==> src/rtl/dcache_mshr_mt_pkg.sv <==
// Shared types and defaults for the L1 D-cache miss status holding registers.
// The entry state encoding and the line address type are used by the top, the entries and the interface.
package dcache_mshr_mt_pkg;

  localparam int L1C_MSHR_ENTRIES     = 4;
  localparam int L1C_MSHR_MAX_TARGETS = 4;
  localparam int LINE_ADDR_BITS       = 26;

  typedef logic [LINE_ADDR_BITS-1:0] line_addr_t;

  typedef enum logic [1:0] {
    FREE  = 2'd0,
    VALID = 2'd1,
    WAIT  = 2'd2
  } mshr_state_e;

endpackage

==> src/rtl/dcache_mshr_mt_if.sv <==
// D1/L2C-facing signal bundle of the MSHR; the slave modport is the MSHR side.
// Latency and backpressure live in the MSHR; this file only groups the wires.
interface dcache_mshr_mt_if
  import dcache_mshr_mt_pkg::*;
#(
  parameter int ENTRIES     = L1C_MSHR_ENTRIES,
  parameter int LINE_ADDR_W = $bits(line_addr_t),
  parameter int MAX_TARGETS = L1C_MSHR_MAX_TARGETS
);
  localparam int ID_W  = $clog2(ENTRIES);
  localparam int CNT_W = $clog2(ENTRIES + 1);
  localparam int TGT_W = $clog2(MAX_TARGETS + 1);

  logic                   clr_all_i;
  logic                   alloc_valid_i;
  logic [LINE_ADDR_W-1:0] alloc_line_addr_i;
  logic                   alloc_ready_o;
  logic [ID_W-1:0]        alloc_id_o;
  logic [LINE_ADDR_W-1:0] lookup_line_addr_i;
  logic                   lookup_hit_o;
  logic [ID_W-1:0]        lookup_id_o;
  logic                   merge_i;
  logic                   merge_ready_o;
  logic                   l2c_req_valid_o;
  logic                   l2c_req_ready_i;
  logic [LINE_ADDR_W-1:0] l2c_req_line_addr_o;
  logic [ID_W-1:0]        l2c_req_id_o;
  logic                   l2c_rsp_valid_i;
  logic [ID_W-1:0]        l2c_rsp_id_i;
  logic [LINE_ADDR_W-1:0] rsp_line_addr_o;
  logic [TGT_W-1:0]       rsp_targets_o;
  logic                   rsp_err_o;
  logic                   full_o;
  logic                   empty_o;
  logic [CNT_W-1:0]       pending_req_o;

  modport slave (
    input  clr_all_i, alloc_valid_i, alloc_line_addr_i, lookup_line_addr_i, merge_i,
           l2c_req_ready_i, l2c_rsp_valid_i, l2c_rsp_id_i,
    output alloc_ready_o, alloc_id_o, lookup_hit_o, lookup_id_o, merge_ready_o,
           l2c_req_valid_o, l2c_req_line_addr_o, l2c_req_id_o, rsp_line_addr_o,
           rsp_targets_o, rsp_err_o, full_o, empty_o, pending_req_o
  );

  modport master (
    output clr_all_i, alloc_valid_i, alloc_line_addr_i, lookup_line_addr_i, merge_i,
           l2c_req_ready_i, l2c_rsp_valid_i, l2c_rsp_id_i,
    input  alloc_ready_o, alloc_id_o, lookup_hit_o, lookup_id_o, merge_ready_o,
           l2c_req_valid_o, l2c_req_line_addr_o, l2c_req_id_o, rsp_line_addr_o,
           rsp_targets_o, rsp_err_o, full_o, empty_o, pending_req_o
  );
endinterface

==> src/rtl/dcache_mshr_entry.sv <==
// One MSHR slot: FREE/VALID/WAIT state, line address, merged-target counter and address comparators.
// Events take effect on the next clock; flush overrides every per-entry event.
module dcache_mshr_entry
  import dcache_mshr_mt_pkg::*;
#(
  parameter int LINE_ADDR_W = 26,
  parameter int TGT_W       = 3
) (
  input  logic                   clk_i,
  input  logic                   rst_i,
  input  logic                   clr_i,
  input  logic                   alloc_i,
  input  logic [LINE_ADDR_W-1:0] alloc_addr_i,
  input  logic                   issue_i,
  input  logic                   merge_i,
  input  logic                   retire_i,
  input  logic [LINE_ADDR_W-1:0] lookup_addr_i,
  output mshr_state_e            state_o,
  output mshr_state_e            state_nxt_o,
  output logic [LINE_ADDR_W-1:0] addr_o,
  output logic [TGT_W-1:0]       tgt_o,
  output logic                   lookup_match_o,
  output logic                   alloc_match_o
);
  mshr_state_e            state_q, state_d;
  logic [LINE_ADDR_W-1:0] addr_q, addr_d;
  logic [TGT_W-1:0]       tgt_q, tgt_d;

  always_comb begin
    state_d = state_q;
    addr_d  = addr_q;
    tgt_d   = tgt_q;
    case (state_q)
      FREE: if (alloc_i) begin
        state_d = VALID;
        addr_d  = alloc_addr_i;
        tgt_d   = TGT_W'(1);
      end
      VALID: if (issue_i) state_d = WAIT;
      WAIT: if (retire_i) begin
        state_d = FREE;
        tgt_d   = '0;
      end
      default: state_d = FREE;
    endcase
    // The top never asserts merge and retire together, so the increment cannot resurrect a freed slot.
    if (merge_i && state_q != FREE) tgt_d = tgt_q + TGT_W'(1);
    if (clr_i) begin
      state_d = FREE;
      tgt_d   = '0;
    end
  end

  always_ff @(posedge clk_i) begin
    if (rst_i) begin
      state_q <= FREE;
      addr_q  <= '0;
      tgt_q   <= '0;
    end else begin
      state_q <= state_d;
      addr_q  <= addr_d;
      tgt_q   <= tgt_d;
    end
  end

  assign state_o        = state_q;
  assign state_nxt_o    = state_d;
  assign addr_o         = addr_q;
  assign tgt_o          = tgt_q;
  assign lookup_match_o = (state_q != FREE) && (addr_q == lookup_addr_i);
  assign alloc_match_o  = (state_q != FREE) && (addr_q == alloc_addr_i);
endmodule

==> src/rtl/dcache_mshr_mt.sv <==
// Multi-target D-cache MSHR: allocates/merges misses, issues tagged L2C requests, retires on tagged responses.
// Lookup, alloc grant and response data are combinational; the L2C request is registered and held until accepted.
module dcache_mshr_mt
  import dcache_mshr_mt_pkg::*;
#(
  parameter int ENTRIES     = L1C_MSHR_ENTRIES,
  parameter int LINE_ADDR_W = $bits(line_addr_t),
  parameter int MAX_TARGETS = L1C_MSHR_MAX_TARGETS
) (
  input  logic              clk_i,
  input  logic              rst_i,
  dcache_mshr_mt_if.slave   bus
);
  localparam int ID_W  = $clog2(ENTRIES);
  localparam int CNT_W = $clog2(ENTRIES + 1);
  localparam int TGT_W = $clog2(MAX_TARGETS + 1);

  mshr_state_e            ent_state [ENTRIES];
  mshr_state_e            ent_nxt   [ENTRIES];
  logic [LINE_ADDR_W-1:0] ent_addr  [ENTRIES];
  logic [TGT_W-1:0]       ent_tgt   [ENTRIES];
  logic [ENTRIES-1:0]     lookup_match, alloc_match;
  logic [ENTRIES-1:0]     free_vec, valid_vec, hit_vec, retire_vec;
  logic [ENTRIES-1:0]     alloc_vec, issue_vec, merge_vec;
  logic [ID_W-1:0]        free_id, valid_id, hit_id;
  logic                   rsp_in_wait, alloc_go, merge_go, issue_hs, merge_rdy;

  logic                   req_valid_q, req_valid_d;
  logic [ID_W-1:0]        req_id_q, req_id_d;
  logic [LINE_ADDR_W-1:0] req_addr_q, req_addr_d;
  logic                   rsp_err_q, rsp_err_d;
  logic [CNT_W-1:0]       pending_q, pending_d;

  for (genvar g = 0; g < ENTRIES; g++) begin : g_ent
    dcache_mshr_entry #(
      .LINE_ADDR_W (LINE_ADDR_W),
      .TGT_W       (TGT_W)
    ) u_entry (
      .clk_i          (clk_i),
      .rst_i          (rst_i),
      .clr_i          (bus.clr_all_i),
      .alloc_i        (alloc_vec[g]),
      .alloc_addr_i   (bus.alloc_line_addr_i),
      .issue_i        (issue_vec[g]),
      .merge_i        (merge_vec[g]),
      .retire_i       (retire_vec[g]),
      .lookup_addr_i  (bus.lookup_line_addr_i),
      .state_o        (ent_state[g]),
      .state_nxt_o    (ent_nxt[g]),
      .addr_o         (ent_addr[g]),
      .tgt_o          (ent_tgt[g]),
      .lookup_match_o (lookup_match[g]),
      .alloc_match_o  (alloc_match[g])
    );
  end

  always_comb begin
    free_vec    = '0;
    valid_vec   = '0;
    retire_vec  = '0;
    free_id     = '0;
    valid_id    = '0;
    hit_id      = '0;
    rsp_in_wait = bus.l2c_rsp_valid_i && (int'(bus.l2c_rsp_id_i) < ENTRIES)
                  && (ent_state[bus.l2c_rsp_id_i] == WAIT);
    if (rsp_in_wait && !bus.clr_all_i) retire_vec[bus.l2c_rsp_id_i] = 1'b1;
    // A retiring entry no longer accepts merges, so it must not report a hit.
    hit_vec = lookup_match & ~retire_vec;
    for (int i = ENTRIES - 1; i >= 0; i--) begin
      free_vec[i]  = (ent_state[i] == FREE);
      valid_vec[i] = (ent_state[i] == VALID);
      if (ent_state[i] == FREE)  free_id  = ID_W'(i);
      if (ent_state[i] == VALID) valid_id = ID_W'(i);
      if (hit_vec[i])            hit_id   = ID_W'(i);
    end
  end

  assign bus.full_o        = ~|free_vec;
  assign bus.empty_o       = &free_vec;
  assign bus.alloc_ready_o = ~bus.full_o && ~|alloc_match;
  assign bus.alloc_id_o    = free_id;
  assign alloc_go          = bus.alloc_valid_i && bus.alloc_ready_o;
  assign alloc_vec         = ENTRIES'(alloc_go) << free_id;

  assign bus.lookup_hit_o  = |hit_vec;
  assign bus.lookup_id_o   = hit_id;
  assign merge_rdy         = (|hit_vec) && (ent_tgt[hit_id] < TGT_W'(MAX_TARGETS));
  assign bus.merge_ready_o = merge_rdy;
  assign merge_go          = bus.merge_i && merge_rdy;
  assign merge_vec         = ENTRIES'(merge_go) << hit_id;

  assign issue_hs          = req_valid_q && bus.l2c_req_ready_i;
  assign issue_vec         = ENTRIES'(issue_hs) << req_id_q;

  always_comb begin
    req_valid_d = req_valid_q;
    req_id_d    = req_id_q;
    req_addr_d  = req_addr_q;
    if (issue_hs) begin
      req_valid_d = 1'b0;
    end else if (!req_valid_q && |valid_vec) begin
      req_valid_d = 1'b1;
      req_id_d    = valid_id;
      req_addr_d  = ent_addr[valid_id];
    end
    if (bus.clr_all_i) req_valid_d = 1'b0;

    rsp_err_d = bus.l2c_rsp_valid_i && !bus.clr_all_i && !rsp_in_wait;

    pending_d = '0;
    for (int i = 0; i < ENTRIES; i++)
      if (ent_nxt[i] == WAIT) pending_d = pending_d + CNT_W'(1);
  end

  always_ff @(posedge clk_i) begin
    if (rst_i) begin
      req_valid_q <= 1'b0;
      req_id_q    <= '0;
      req_addr_q  <= '0;
      rsp_err_q   <= 1'b0;
      pending_q   <= '0;
    end else begin
      req_valid_q <= req_valid_d;
      req_id_q    <= req_id_d;
      req_addr_q  <= req_addr_d;
      rsp_err_q   <= rsp_err_d;
      pending_q   <= pending_d;
    end
  end

  assign bus.l2c_req_valid_o     = req_valid_q;
  assign bus.l2c_req_id_o        = req_id_q;
  assign bus.l2c_req_line_addr_o = req_addr_q;
  assign bus.rsp_line_addr_o     = ent_addr[bus.l2c_rsp_id_i];
  assign bus.rsp_targets_o       = ent_tgt[bus.l2c_rsp_id_i];
  assign bus.rsp_err_o           = rsp_err_q;
  assign bus.pending_req_o       = pending_q;
endmodule
==> src/flat_wrapper.sv <==
// flat-port wrapper written by rule: the top's interface ports become plain ports
module dcache_mshr_mt_flat import dcache_mshr_mt_pkg::*;
#(
  parameter int ENTRIES     = L1C_MSHR_ENTRIES,
  parameter int LINE_ADDR_W = $bits(line_addr_t),
  parameter int MAX_TARGETS = L1C_MSHR_MAX_TARGETS
)
  (clk_i, rst_i, bus_clr_all_i, bus_alloc_valid_i, bus_alloc_line_addr_i, bus_lookup_line_addr_i, bus_merge_i, bus_l2c_req_ready_i, bus_l2c_rsp_valid_i, bus_l2c_rsp_id_i, bus_alloc_ready_o, bus_alloc_id_o, bus_lookup_hit_o, bus_lookup_id_o, bus_merge_ready_o, bus_l2c_req_valid_o, bus_l2c_req_line_addr_o, bus_l2c_req_id_o, bus_rsp_line_addr_o, bus_rsp_targets_o, bus_rsp_err_o, bus_full_o, bus_empty_o, bus_pending_req_o);
  dcache_mshr_mt_if #(.ENTRIES(ENTRIES), .LINE_ADDR_W(LINE_ADDR_W), .MAX_TARGETS(MAX_TARGETS)) bus_i ();
  input  logic clk_i;
  input  logic rst_i;
  input wire logic [$bits(bus_i.clr_all_i)-1:0] bus_clr_all_i;
  input wire logic [$bits(bus_i.alloc_valid_i)-1:0] bus_alloc_valid_i;
  input wire logic [$bits(bus_i.alloc_line_addr_i)-1:0] bus_alloc_line_addr_i;
  input wire logic [$bits(bus_i.lookup_line_addr_i)-1:0] bus_lookup_line_addr_i;
  input wire logic [$bits(bus_i.merge_i)-1:0] bus_merge_i;
  input wire logic [$bits(bus_i.l2c_req_ready_i)-1:0] bus_l2c_req_ready_i;
  input wire logic [$bits(bus_i.l2c_rsp_valid_i)-1:0] bus_l2c_rsp_valid_i;
  input wire logic [$bits(bus_i.l2c_rsp_id_i)-1:0] bus_l2c_rsp_id_i;
  output wire logic [$bits(bus_i.alloc_ready_o)-1:0] bus_alloc_ready_o;
  output wire logic [$bits(bus_i.alloc_id_o)-1:0] bus_alloc_id_o;
  output wire logic [$bits(bus_i.lookup_hit_o)-1:0] bus_lookup_hit_o;
  output wire logic [$bits(bus_i.lookup_id_o)-1:0] bus_lookup_id_o;
  output wire logic [$bits(bus_i.merge_ready_o)-1:0] bus_merge_ready_o;
  output wire logic [$bits(bus_i.l2c_req_valid_o)-1:0] bus_l2c_req_valid_o;
  output wire logic [$bits(bus_i.l2c_req_line_addr_o)-1:0] bus_l2c_req_line_addr_o;
  output wire logic [$bits(bus_i.l2c_req_id_o)-1:0] bus_l2c_req_id_o;
  output wire logic [$bits(bus_i.rsp_line_addr_o)-1:0] bus_rsp_line_addr_o;
  output wire logic [$bits(bus_i.rsp_targets_o)-1:0] bus_rsp_targets_o;
  output wire logic [$bits(bus_i.rsp_err_o)-1:0] bus_rsp_err_o;
  output wire logic [$bits(bus_i.full_o)-1:0] bus_full_o;
  output wire logic [$bits(bus_i.empty_o)-1:0] bus_empty_o;
  output wire logic [$bits(bus_i.pending_req_o)-1:0] bus_pending_req_o;
  assign bus_i.clr_all_i = bus_clr_all_i;
  assign bus_i.alloc_valid_i = bus_alloc_valid_i;
  assign bus_i.alloc_line_addr_i = bus_alloc_line_addr_i;
  assign bus_i.lookup_line_addr_i = bus_lookup_line_addr_i;
  assign bus_i.merge_i = bus_merge_i;
  assign bus_i.l2c_req_ready_i = bus_l2c_req_ready_i;
  assign bus_i.l2c_rsp_valid_i = bus_l2c_rsp_valid_i;
  assign bus_i.l2c_rsp_id_i = bus_l2c_rsp_id_i;
  assign bus_alloc_ready_o = bus_i.alloc_ready_o;
  assign bus_alloc_id_o = bus_i.alloc_id_o;
  assign bus_lookup_hit_o = bus_i.lookup_hit_o;
  assign bus_lookup_id_o = bus_i.lookup_id_o;
  assign bus_merge_ready_o = bus_i.merge_ready_o;
  assign bus_l2c_req_valid_o = bus_i.l2c_req_valid_o;
  assign bus_l2c_req_line_addr_o = bus_i.l2c_req_line_addr_o;
  assign bus_l2c_req_id_o = bus_i.l2c_req_id_o;
  assign bus_rsp_line_addr_o = bus_i.rsp_line_addr_o;
  assign bus_rsp_targets_o = bus_i.rsp_targets_o;
  assign bus_rsp_err_o = bus_i.rsp_err_o;
  assign bus_full_o = bus_i.full_o;
  assign bus_empty_o = bus_i.empty_o;
  assign bus_pending_req_o = bus_i.pending_req_o;
  dcache_mshr_mt #(.ENTRIES(ENTRIES), .LINE_ADDR_W(LINE_ADDR_W), .MAX_TARGETS(MAX_TARGETS)) u_core (.clk_i(clk_i), .rst_i(rst_i), .bus(bus_i));
endmodule
==> config.mk <==
export PLATFORM = sky130hd
export DESIGN_NAME = dcache_mshr_mt_flat
export DESIGN_NICKNAME = d
export VERILOG_FILES = /design/src/rtl/dcache_mshr_mt_pkg.sv /design/src/rtl/dcache_mshr_mt_if.sv /design/src/rtl/dcache_mshr_entry.sv /design/src/rtl/dcache_mshr_mt.sv /design/src/flat_wrapper.sv
export SDC_FILE = /design/constraint.sdc
export NUM_CORES = 1
export LEC_CHECK = 0
export CAP_MARGIN = 20
export CORE_MARGIN = 2
export CORE_UTILIZATION = 40
export CTS_BUF_LIST = sky130_fd_sc_hd__clkbuf_2 sky130_fd_sc_hd__clkbuf_4 sky130_fd_sc_hd__clkbuf_8
export DETAILED_ROUTE_END_ITERATION = 8
export GPL_ROUTABILITY_DRIVEN = 0
export SYNTH_ARGS = -nofsm -noshare
export SYNTH_HDL_FRONTEND = slang
export SYNTH_SLANG_ARGS = --single-unit
==> constraint.sdc <==
create_clock -name clk_i -period 2.9 [get_ports clk_i]
set_clock_uncertainty 0.15 [all_clocks]
set_input_delay 0.58 -clock clk_i [delete_from_list [all_inputs] [get_ports clk_i]]
set_output_delay 0.58 -clock clk_i [all_outputs]
set_load 0.01 [all_outputs]
==> qor.txt, run 1 <==
DR vias/cell = 5.92
worst-path cell chain = xnor2_2, nand4_1, nor4_4, o2111ai_4, and2_4, a211o_1, a31o_2, buf_6
flops & latches, synth = 157
ys flop type = dfxtp_1
critical path capture point type = output port
Worst Min Path Start = bus_l2c_rsp_valid_i
Synth Net Count = 1412
post-layout net count = 1786
Filler cells = 2308
core region area = 27100 um^2
wire length per cell = 23.5 um
R2R setup slack = -0.16 ns
met2 Usage GRT = 52.5%
final hold vios = 0
clock tree root buffer cell = clkbuf_8
TritonCTS clock tree = yes
failing checks = negative setup slack
# rows = 60
VDD IR max = 0.225 mV
Final Slew Violations = 0
Inst Count DP = 2052
worst setup margin = -0.456 ns
antenna cells = 0
critical path class = flip-flop to output port
Hold Path Sink = u_core.bus.rsp_err_o
Crit Path Max Fanout = 2
initial antenna violation count = 1
Worst Hold Depth = 2
routed vias = 12450
met3 Use GR = 7.63%
first-pass GRT wire length = 72700 um
largest net degree at the start of global routing = 85
clk sinks = 157
CP Data Arrival Time = 2.63 ns
yosys warns = 0
area taken by multi-input logic gates = 8330 um^2
register area = 3210 um^2
clk buf depth = 2
FF-to-FF End = u_core.g_ent[2].u_entry.addr_o[0]
post-synthesis cell type count = 71
path depth of the worst reg2reg path = 11
clk_lat worst skew = 0.50 ns
Pre-Repair DR Iteration Count = 6
final worst path period need = 3.36 ns
CP peak stage delay = 0.39 ns
layout cell share with drive strength beyond 1 = 35.3%
Mean Syn Cell Area = 8.24 um^2
Starting DRT DRC Count = 1655
Worst-path clk slew = 0.11 ns
die width = 170 um
sequential fraction of the synthesis area = 28.4%
Hold Buf Count CTS = 0
GR Layer Usage met1 = 42.7%
status = complete, but fails checks
layer with the highest usage = met2
Startpoint Class = flip-flop
Synth top area share = 28.4%
Critical Path RT = 2.17 ns
Post-DRT Antenna Nets = 0
power per cell area = 316 nW/um^2
Max-Cap Viols = 0
Non-Filler Instances = 2103
ratio of final minimum period to clock period = 116%
ranking of synthesized cells by area = dfxtp_1 (28%), xor2_1 (13%), mux4_2 (5.9%)
relative slew slack = 42.8%
drc violations = 0
Post-Syn Area = 11100 um^2
# IOs = 132
total track usage = 33.6%
Area growth, synth to finish = 47.6%
Congestion Overflow GR = 0
# H-tree levels = 4
die height = 170 um
TritonCTS buffer count = 17
CP max stage cell = nor4_4
drt total wl = 49400 um
fmax = 298 MHz
vias in the first global route = 11955
async set-reset flop share out of synthesis = 0%
EDFF count, synth = 0
reg2reg start = u_core.g_ent[2].u_entry.addr_o[0]
die area = 29000 um^2
HPWL Detailed = 36200 um
Cells after Synth = 1344
final setup violation count = 9
Slew @ Worst Pin = 0.858 ns
area leader, netlist = dfxtp_1
DP Worst Slack = -1.31 ns
unrepaired setup endpoints after global routing = yes
Hold Path Class = input port to flip-flop
Initial Util = 40.8%
port bufs = 131
LEAKAGE = 6.67 nW
==> sequential cells by signal, indices dropped and copies added (netlist names) <==
signal and count:
u_core.g_ent.u_entry.addr_o 104, u_core.bus.l2c_req_line_addr_o 26, u_core.g_ent.u_entry.tgt_o 12, u_core.g_ent.u_entry.state_o 8
u_core.bus.pending_req_o 3, u_core.bus.l2c_req_id_o 2, u_core.bus.l2c_req_valid_o 1, u_core.bus.rsp_err_o 1
==> synthesized netlist by cell type (4+ instances only) <==
cell and number:
a211oi_1 5, a21oi_1 90, a31oi_1 5, and3_1 6, buf_2 36, buf_6 9, clkbuf_1 64, dfxtp_1 157
ha_1 7, inv_1 8, mux2i_1 55, mux4_2 29, nand2_1 163, nand2b_1 87, nand3_1 117, nand4_1 49
nand4b_1 7, nor2_1 33, nor3_1 15, nor4_1 47, nor4b_1 4, o21ai_0 57, o31ai_1 4, or2_2 6
xnor2_1 48, xor2_1 164
==> where the power goes <==
part	switching (W)	leakage, nW	internal [W]
Clock	0.00102	0.173	0.000600
Sequential	0.0000530	1.29	0.00219
Combinational	0.000705	5.21	0.000589
Total	0.00177	6.67	0.00338
==> worst max path at each step <==
stage,from,end,slack (ns),depth (start not counted)
2_1_floorplan,bus_lookup_line_addr_i[6],bus_merge_ready_o,0.06,8
3_3_place_gp,bus_lookup_line_addr_i[7],bus_merge_ready_o,-1.33,12
3_5_place_dp,bus_lookup_line_addr_i[7],bus_merge_ready_o,-1.31,12
4_1_cts,u_core.g_ent[3].u_entry.addr_o[7],bus_merge_ready_o,-0.40,10
5_1_grt,u_core.g_ent[1].u_entry.addr_o[13],bus_merge_ready_o,-0.50,9
6_report,u_core.g_ent[2].u_entry.addr_o[5],bus_merge_ready_o,-0.46,8
==> per-layer routing <==
layer	routed length, um	share of wire (%)
met5	0	0
met4	3500	7.1
met3	5210	11
met2	21300	43
met1	19400	39
==> area by class of cell <==
| class | count | area share, % |
|---|---|---|
| clock buffers | 17 | 1.43 |
| clock inverters | 15 | 0.689 |
| inverters | 9 | 0.222 |
| multi-input cells | 1063 | 51.0 |
| flip-flops and latches | 157 | 19.6 |
| well taps | 372 | 2.85 |
| repair buffers | 470 | 24.2 |
==> critical path, delay by kind of cell, from the launching register on <==
kind                   cells  cell delay (ns)
AND/OR/NAND/NOR            3             0.83
XOR/XNOR                   1             0.18
flip-flops                 1             0.36
buffers and inverters      1             0.12
AO/OA/AOI/OAI              3             0.66
==> cells in the final DEF, fill, tap and decap left out, types with 30 or more instances in the layout <==
cell,count
nand4_1,49
mux2i_1,55
xnor2_1,31
buf_4,307
clkdlybuf4s50_1,61
dfxtp_1,128
nand2b_1,87
xor2_2,33
nor2_1,30
o21ai_0,57
nand3_1,113
a21oi_1,88
xor2_1,126
nand2_1,162
==> stage by stage <==
stage                     TNS [ns]  hold WS, ns  cell area [um^2]  util, %  power (W)
final                        -2.01        0.261             16300     60.3    0.00516
after global routing         -2.53        0.256             16300     60.3    0.00530
after CTS                    -1.49        0.311             15900     58.8    0.00507
after detailed placement    -95.98        0.298             14800     54.5    0.00344
after global placement      -94.61        0.295             14800     54.5    0.00344
after floorplan                  0        0.299             11100        -    0.00283
==> timing repair <==
item | 4_1_cts | 5_1_grt
gates cloned | 0 | 1
resized for setup | 287 | 108
endpoints found under the setup margin | 160 | 124
setup buffers | 15 | 11
pin swaps | 66 | 38
==> cells by family (layout without fill, tap and decap cells) <==
group,after synthesis,after routing,share of synthesized area [%]
flip-flops,157,157,28.4
AND/OR/NAND/NOR,575,575,28.3
AO/OA/AOI/OAI,184,184,9.27
multiplexers,85,85,11.0
XOR/XNOR,212,212,16.8
buffers and inverters,124,511,5.55
adder cells (fa/ha/maj),7,7,0.791
(Power assumes the default switching activity.)
==> inputs of run 2 (changes only) <==
Settings changed: CORE_MARGIN 2 to default, CTS_CLUSTER_DIAMETER from default to 150.
==> run 2 against run 1 <==
Highest routed layer unchanged. Sequential power is essentially flat. First-iteration DRC count shrank 5.5%. Final cell count shrank 1.6%. The run still ends with negative setup slack left. Flip-flop and latch count is the same.
==> qor.txt, run 2 (synthesis gave the netlist of run 1 again) <==
TNS Setup = -1.81 ns (+0.200 ns)
worst-path cell chain = clkdlybuf4s15_2, xnor2_2, nand4_1, nor4_4, o2111ai_2, and2_4, a211o_1, a31o_2, buf_6
Final Slew Violations = 0 (unchanged)
Worst Hold Depth = 2 (unchanged)
HPWL Detailed = 35300 um (-2.4%)
status = complete, but fails checks
TritonCTS clock tree = yes
final hold vios = 0 (unchanged)
fmax = 300 MHz (+0.78%)
critical path class = input port to output port
CP max stage cell = nor4_4
Critical Path RT = 2.17 ns (about the same)
die area = 28300 um^2 (-2.3%)
clock tree root buffer cell = clkbuf_8
clk sinks = 157 (unchanged)
DP Worst Slack = -1.47 ns (-0.165 ns)
power per cell area = 325 nW/um^2 (+3.0%)
Largest register FFs = 104 (unchanged)
clk_lat worst skew = 0.49 ns (about the same)
DR vias/cell = 5.93 (+0.24%)
Area growth, synth to finish = 47.9%
# rows = 60 (unchanged)
drt total wl = 48100 um (-2.7%)
CP Data Arrival Time = 2.60 ns (-0.03 ns)
vias in the first global route = 11673 (-2.4%)
relative slew slack = 50.0% (+7.2 points)
drc violations = 0 (unchanged)
layout cell share with drive strength beyond 1 = 35.6% (+0.26 points)
commonest non-fill, non-tap cell in the layout = buf_4
# H-tree levels = 4 (unchanged)
Initial Util = 41.0% (+0.11 points)
critical path capture point type = output port
total track usage = 33.8% (+0.15 points)
VDD IR max = 0.232 mV (+3.2%)
final worst path period need = 3.33 ns (-0.0259 ns)
Startpoint Class = input port
Max-Cap Viols = 0 (unchanged)
Hold Path Class = input port to flip-flop
die width = 168 um (-1.2%)
die height = 168 um (-1.2%)
routed vias = 12278 (-1.4%)
final setup violation count = 5 (-4)
Crit path depth = 9 (+1)
failing checks = negative setup slack
TritonCTS buffer count = 17 (unchanged)
CP peak stage delay = 0.34 ns (-0.05 ns)
core region area = 27000 um^2 (-0.28%)
largest net degree at the start of global routing = 89 (+4.7%)
Slew @ Worst Pin = 0.750 ns (-0.108 ns)
# IOs = 132 (unchanged)
LEAKAGE = 6.68 nW (about the same)
unrepaired setup endpoints after global routing = yes
path depth of the worst reg2reg path = 12 (+1)
ratio of final minimum period to clock period = 115% (-0.89 points)
WP buf/inv = 2 (+1)
Worst path top cell family by delay = simple AND/OR/NAND/NOR gates
Crit Path Max Fanout = 2 (unchanged)
Post-DRT Antenna Nets = 0 (unchanged)
initial antenna violation count = 0 (-1)
Congestion Overflow GR = 0 (unchanged)
port bufs = 131 (unchanged)
first-pass GRT wire length = 71700 um (-1.4%)
overall power = 0.00532 W (+3.2%)
wire length per cell = 23.3 um (-1.1%)
Pre-Repair DR Iteration Count = 7 (+1)
Worst-path clk slew = 0.09 ns (-0.02 ns)
Starting DRT DRC Count = 1564 (-5.5%)
clk buf depth = 2 (unchanged)
hold_ws = 0.196 ns (-0.0644 ns)
worst setup margin = -0.431 ns (+0.0259 ns)
most frequent cells in the layout = buf_4 (298), nand2_1 (162), dfxtp_1 (128)
Inst Count DP = 2023 (-1.4%)
post-layout net count = 1782 (-0.22%)
Non-Filler Instances = 2069 (-1.6%)
[run 2: stage by stage]
step	area [um^2]	utilization (%)
2_1_floorplan	11100	-
3_3_place_gp	14800	54.7
3_5_place_dp	14800	54.7
4_1_cts	16100	59.5
5_1_grt	16400	60.6
6_report	16400	60.6
[run 2: worst paths after layout]
check	endpoint	slack [ns]	from
worst min register to register	u_core.bus.l2c_req_line_addr_o[24]	0.31	u_core.bus.l2c_req_line_addr_o[24]
worst max-delay path	bus_merge_ready_o	-0.43	bus_lookup_line_addr_i[10]
worst min-delay path	u_core.g_ent[0].u_entry.state_o[1]	0.20	rst_i
worst max register to register	u_core.g_ent[2].u_entry.addr_o[7]	0.06	u_core.g_ent[1].u_entry.addr_o[20]
[run 2: repair_timing]
action | CTS | global route
setup buffers | 17 | 3
setup endpoints to repair | 155 | 118
pin swaps | 58 | 24
gates resized for setup | 291 | 84
hold buffers | 0 | 0
hold endpoints to repair | 0 | 0
[run 2: cell type report]
class | count | area [um^2]
Inverter | 9 | 33.8
Clock buffer | 20 | 263
Timing Repair Buffer | 466 | 3940
Clock inverter | 12 | 135
Antenna cell | 1 | 2.50
Fill cell | 2316 | 10600
Tap cell | 341 | 427
Sequential cell | 157 | 3190
Multi-Input combinational cell | 1063 | 8380
[run 2: power by group]
part / switching (W) / internal [W] / total, W
Sequential: 0.0000567 / 0.00220 / 0.00225
Clock: 0.000954 / 0.000814 / 0.00177
Combinational: 0.000697 / 0.000601 / 0.00130
Total: 0.00171 / 0.00361 / 0.00532
[run 2: layer usage]
metal | wire [um] | GRT usage, %
met5 | 0 | 0
met4 | 2690 | 17.0
met3 | 4920 | 6.68
met2 | 21400 | 52.6
met1 | 19100 | 44.5
[run 2: worst reg2reg max path: cells and delay by family (launching register included)]
| family | cells | cell delay (ns) |
|---|---|---|
| flops | 1 | 0.40 |
| simple gates | 4 | 0.85 |
| compound gates | 2 | 0.33 |
| buf+inv | 5 | 0.82 |
| xor+xnor | 1 | 0.20 |
==> inputs of run 3 (changes only) <==
Clock period 2.9 ns to 4.18 ns, I/O delays scaled along.
==> run 3 against run 2 <==
The flow still finishes with violations (negative setup slack). Total power is 35% lower. Sequential power shrank 30%. Largest power group unchanged. Worst hold slack improved by 0.11 ns. Final cell count fell by 9.1%. Non-clock buffer count fell by 187. Die area stayed put. Critical path type unchanged.
==> qor.txt, run 3 (synthesis gave the netlist of run 1 again) <==
status = complete, but fails checks
failing checks = negative setup slack
final hold vios = 0 (unchanged)
Starting DRT DRC Count = 1334 (-15%)
reg2reg start = u_core.g_ent[3].u_entry.state_o[0]
port bufs = 131 (unchanged)
Startpoint Class = input port
largest net degree at the start of global routing = 78 (-12%)
clk_lat worst skew = 0.48 ns (about the same)
unrepaired setup endpoints after global routing = no
final setup violation count = 1 (-4)
TNS Setup = -0.00696 ns (+1.81 ns)
Worst-path clk slew = 0.09 ns (about the same)
Worst Min Path Start = u_core.bus.l2c_req_line_addr_o[8]
Slew @ Worst Pin = 0.975 ns (+0.225 ns)
layout cell share with drive strength beyond 1 = 18.6% (-17 points)
worst setup margin = -0.00696 ns (+0.424 ns)
critical path class = input port to output port
initial antenna violation count = 0 (unchanged)
clock tree root buffer cell = clkbuf_8
Inst Count DP = 1845 (-8.8%)
Max-Cap Viols = 0 (unchanged)
# IOs = 132 (unchanged)
Critical Path RT = 3.19 ns (+1.02 ns)
power per cell area = 245 nW/um^2 (-25%)
Worst Hold Depth = 2 (unchanged)
drt total wl = 42100 um (-12%)
HPWL Detailed = 31800 um (-10%)
die area = 28300 um^2 (unchanged)
Hold Path Sink = u_core.bus.l2c_req_line_addr_o[8]
die width = 168 um (unchanged)
relative slew slack = 34.9% (-15 points)
Congestion Overflow GR = 0 (unchanged)
final worst path period need = 4.19 ns
post-layout net count = 1595 (-10%)
Initial Util = 41.0% (unchanged)
first-pass GRT wire length = 64000 um (-11%)
clk buf depth = 2 (unchanged)
vias in the first global route = 10453 (-10%)
core region area = 27000 um^2 (unchanged)
CP Data Arrival Time = 3.20 ns (+0.60 ns)
Largest register FFs = 104 (unchanged)
Post-DP Area = 13400 um^2 (-9.7%)
wire length per cell = 22.4 um (-3.7%)
LEAKAGE = 5.48 nW (-18%)
fmax = 239 MHz
R2R setup slack = 0.94 ns (+0.88 ns)
DR vias/cell = 5.90 (-0.56%)
# H-tree levels = 4 (unchanged)
TritonCTS clock tree = yes
die height = 168 um (unchanged)
Pre-Repair DR Iteration Count = 6 (-1)
drc violations = 0 (unchanged)
most frequent cells in the layout = nand2_1 (163), xor2_1 (159), dfxtp_1 (157)
Final Slew Violations = 0 (unchanged)
# rows = 60 (unchanged)
VDD IR max = 0.184 mV (-20%)
Hold Buf Count CTS = 0 (unchanged)
total track usage = 29.6% (-4.2 points)
Critical Path Start = bus_alloc_line_addr_i[22]
commonest non-fill, non-tap cell in the layout = nand2_1
ratio of final minimum period to clock period = 100%
FF-to-FF End = u_core.g_ent[0].u_entry.addr_o[16]
routed vias = 11100 (-9.6%)
Non-Filler Instances = 1881 (-9.1%)
path depth of the worst reg2reg path = 9 (-3)
antenna cells = 0 (-1)
post-route cell area = 14000 um^2 (-14%)
critical path capture point type = output port
Area growth, synth to finish = 26.7%
Post-DRT Antenna Nets = 0 (unchanged)
Crit Path Max Fanout = 5 (+3)
clk sinks = 157 (unchanged)
TritonCTS buffer count = 17 (unchanged)
Hold Path Class = flip-flop to flip-flop
## run 3: area by class of cell
type                       instances  area (um^2)
timing repair buffer             279         2430
multi-input combinational       1063         7620
sequential                       157         3140
fill                            2606        13000
clock buffer                      18          241
clock inverter                    14          133
inverter                           9         33.8
tap                              341          427
## run 3: through the flow
step | utilization [%] | power [W] | worst slack, ns | hold slack [ns]
finish | 51.9 | 0.00344 | -0.00696 | 0.308
global route | 51.9 | 0.00355 | 0.00111 | 0.334
CTS | 51.4 | 0.00343 | -0.101 | 0.311
detailed placement | 49.4 | 0.00229 | -0.554 | 0.298
global placement | 49.4 | 0.00229 | -0.516 | 0.293
floorplan | - | 0.00196 | 0.707 | 0.299
## run 3: worst max path at each step
stage	to	cells after the start
CTS	bus_merge_ready_o	9
global placement	bus_merge_ready_o	10
floorplan	bus_merge_ready_o	6
global route	bus_alloc_ready_o	9
finish	bus_alloc_ready_o	9
detailed placement	bus_merge_ready_o	9
## run 3: routing by layer
layer / global-route usage (%) / share of wire [%]
met2: 46.6 / 45
met5: 0 / 0.083
met3: 4.61 / 8.3
met1: 41.0 / 43
met4: 10.2 / 3.0
## run 3: what timing repair did
| item | 4_1_cts | 5_1_grt |
|---|---|---|
| setup endpoints to repair | 5 | 4 |
| resized for setup | 57 | 31 |
| pin swaps | 7 | 8 |
| buffers inserted | 3 | 1 |
## run 3: power breakdown
group / internal (W) / switching (W)
clock network: 0.000487 / 0.000666
logic: 0.000320 / 0.000382
registers: 0.00153 / 0.0000560
total: 0.00233 / 0.00110
## run 3: worst max-delay path, cell delays in order
cell and delay (ns):
clkdlybuf4s50_1 0.39, buf_4 0.17, xor2_1 0.17, nor4_1 0.44, nand4_1 0.17, o22ai_2 0.29
or3_4 0.21, inv_2 0.05, clkdlybuf4s50_1 0.47
==> edit: new RTL, config.mk and constraints of run 2 <==
`L1C_MSHR_MAX_TARGETS`: 4 -> 8.
--- a/src/rtl/dcache_mshr_mt_pkg.sv
+++ b/src/rtl/dcache_mshr_mt_pkg.sv
@@ -3,7 +3,7 @@
 package dcache_mshr_mt_pkg;
 
   localparam int L1C_MSHR_ENTRIES     = 4;
-  localparam int L1C_MSHR_MAX_TARGETS = 4;
+  localparam int L1C_MSHR_MAX_TARGETS = 8;
   localparam int LINE_ADDR_BITS       = 26;
 
   typedef logic [LINE_ADDR_BITS-1:0] line_addr_t;
Ports: changed (resized bus_rsp_targets_o); port bits go from 132 to 133. No check against the original RTL was run, so the function may have changed too.
==> edit against run 2 <==
- the flow still finishes with violations (setup timing)
- worst setup slack worse by 0.059 ns
- count of clock-buffer cells in the layout is 1 higher
- design area is 1.5% higher
- hold slack better by 0.11 ns
- total power is 6.0% higher
- synthesized area is 0.21% higher
- sequential cell count is 4 higher
- critical path depth is 1 lower
- fmax is 1.7% lower
- non-clock buffer count is 15 higher
- cell count is 2.9% higher
- wire length is 0.84% higher
- first-iteration DRC count is 0.58% higher
- critical path type is now reg2out
- highest routed layer unchanged
==> edit: results <==
[place]
place_inst = 2074
post-place-ws_ns = -1.237

[timing]
worst_slack_ns = -0.4896
max_slew_margin = 0.5784
finalSetupTns_ns = -1.765
setup_viol = 5

[setup_path]
r2r-end = u_core.g_ent[3].u_entry.addr_o[8]
r2r-start = u_core.g_ent[3].u_entry.addr_o[1]
worstPathArrival_ns = 2.66

[hold_path]
hold_path_class = reg2reg
min_to = u_core.bus.l2c_req_line_addr_o[6]
hold_start = u_core.bus.l2c_req_line_addr_o[6]

[synth]
synthAdderAreaFrac = 0.007894
synthXorXnorAreaFrac = 0.1705
synthMuxAreaShare = 0.09169
synth-seq-area-share = 0.2905
synth_compound_area_frac = 0.1088

[route]
drt_wl_total_mm = 48.53
viasPerCell = 5.874

[pwr]
max-vdd-ir-drop_mv = 0.2318
swShare = 0.2952
leakage_uw = 0.006391

[cells_and_area]
final_nets = 1813

[global_route]
gr-usage-met2 = 0.5347
grt_max_degree = 121
grt_pass1_vias = 11950
met3_usage = 0.07131

[run_status]
status = finished with violations
violations = setup timing
## edit: how the worst max path moves through the flow
| stage | endpoint | cells after the start | startpoint | slack [ns] |
|---|---|---|---|---|
| CTS | bus_merge_ready_o | 8 | u_core.g_ent[3].u_entry.addr_o[8] | -0.48 |
| global placement | bus_merge_ready_o | 9 | bus_lookup_line_addr_i[16] | -1.25 |
| finish | bus_merge_ready_o | 8 | u_core.g_ent[3].u_entry.addr_o[8] | -0.49 |
| global route | bus_merge_ready_o | 8 | u_core.g_ent[3].u_entry.addr_o[8] | -0.55 |
| floorplan | bus_merge_ready_o | 8 | bus_lookup_line_addr_i[12] | 0.02 |
| detailed placement | bus_merge_ready_o | 9 | bus_lookup_line_addr_i[24] | -1.24 |
## edit: stage by stage
stage          hold WS [ns]  area (um^2)
2_1_floorplan        0.3164        11100
4_1_cts              0.3095        16310
5_1_grt              0.3323        16630
3_3_place_gp         0.2947        15000
3_5_place_dp         0.2967        15000
6_report             0.3078        16630
## edit: final cells by class
class | count | area [um^2] | share of cell area
Tap cell | 372 | 465.4 | 0.02799
Clock buffer | 21 | 282.8 | 0.01700
Clock inverter | 11 | 202.7 | 0.01219
Timing Repair Buffer | 481 | 4173 | 0.2509
Inverter | 12 | 45.04 | 0.002709
Sequential cell | 161 | 3253 | 0.1956
Multi-Input combinational cell | 1072 | 8208 | 0.4936
## edit: cell families after synthesis
logic type	after synthesis
AOI/OAI and AO/OA	220
muxes	63
buffers and inverters	135
xor gates and xnor gates	216
and+or+nand+nor	566
DFF	161
adders and majority gates	7
## edit: power by group through the flow
| stage | registers (uW) | logic, uW | clock network (uW) |
|---|---|---|---|
| CTS | 2290 | 1220 | 2070 |
| finish | 2290 | 1290 | 2060 |
| global placement | 2340 | 1140 | 0 |
| global route | 2300 | 1330 | 2160 |
| detailed placement | 2340 | 1140 | 0 |
| floorplan | 2350 | 506 | 0 |
## edit: metal layers
| layer | up-vias | share of wire |
|---|---|---|
| met2 | 774 | 0.45 |
| met1 | 5982 | 0.39 |
| met5 | - | 0 |
| met4 | 0 | 0.065 |
| met3 | 203 | 0.097 |
| li1 | 5552 | - |
## edit: timing repair
action                                  4_1_cts  5_1_grt
endpoints found under the setup margin      132       21
pin swaps                                    60       35
setup buffers                                18       11
gates resized for setup                     247       82
endpoints found under the hold margin         0        0
## edit: worst register-to-register path, cell delays in order, from the launching register on
cell and delay (ns):
dfxtp_1 0.35, buf_4 0.17, xnor2_2 0.29, nand4_1 0.22, nor4_4 0.34, a22oi_2 0.17
buf_4 0.17, buf_4 0.14, nand4_1 0.14, buf_12 0.17, buf_12 0.14, o21ai_0 0.08
a21oi_1 0.23
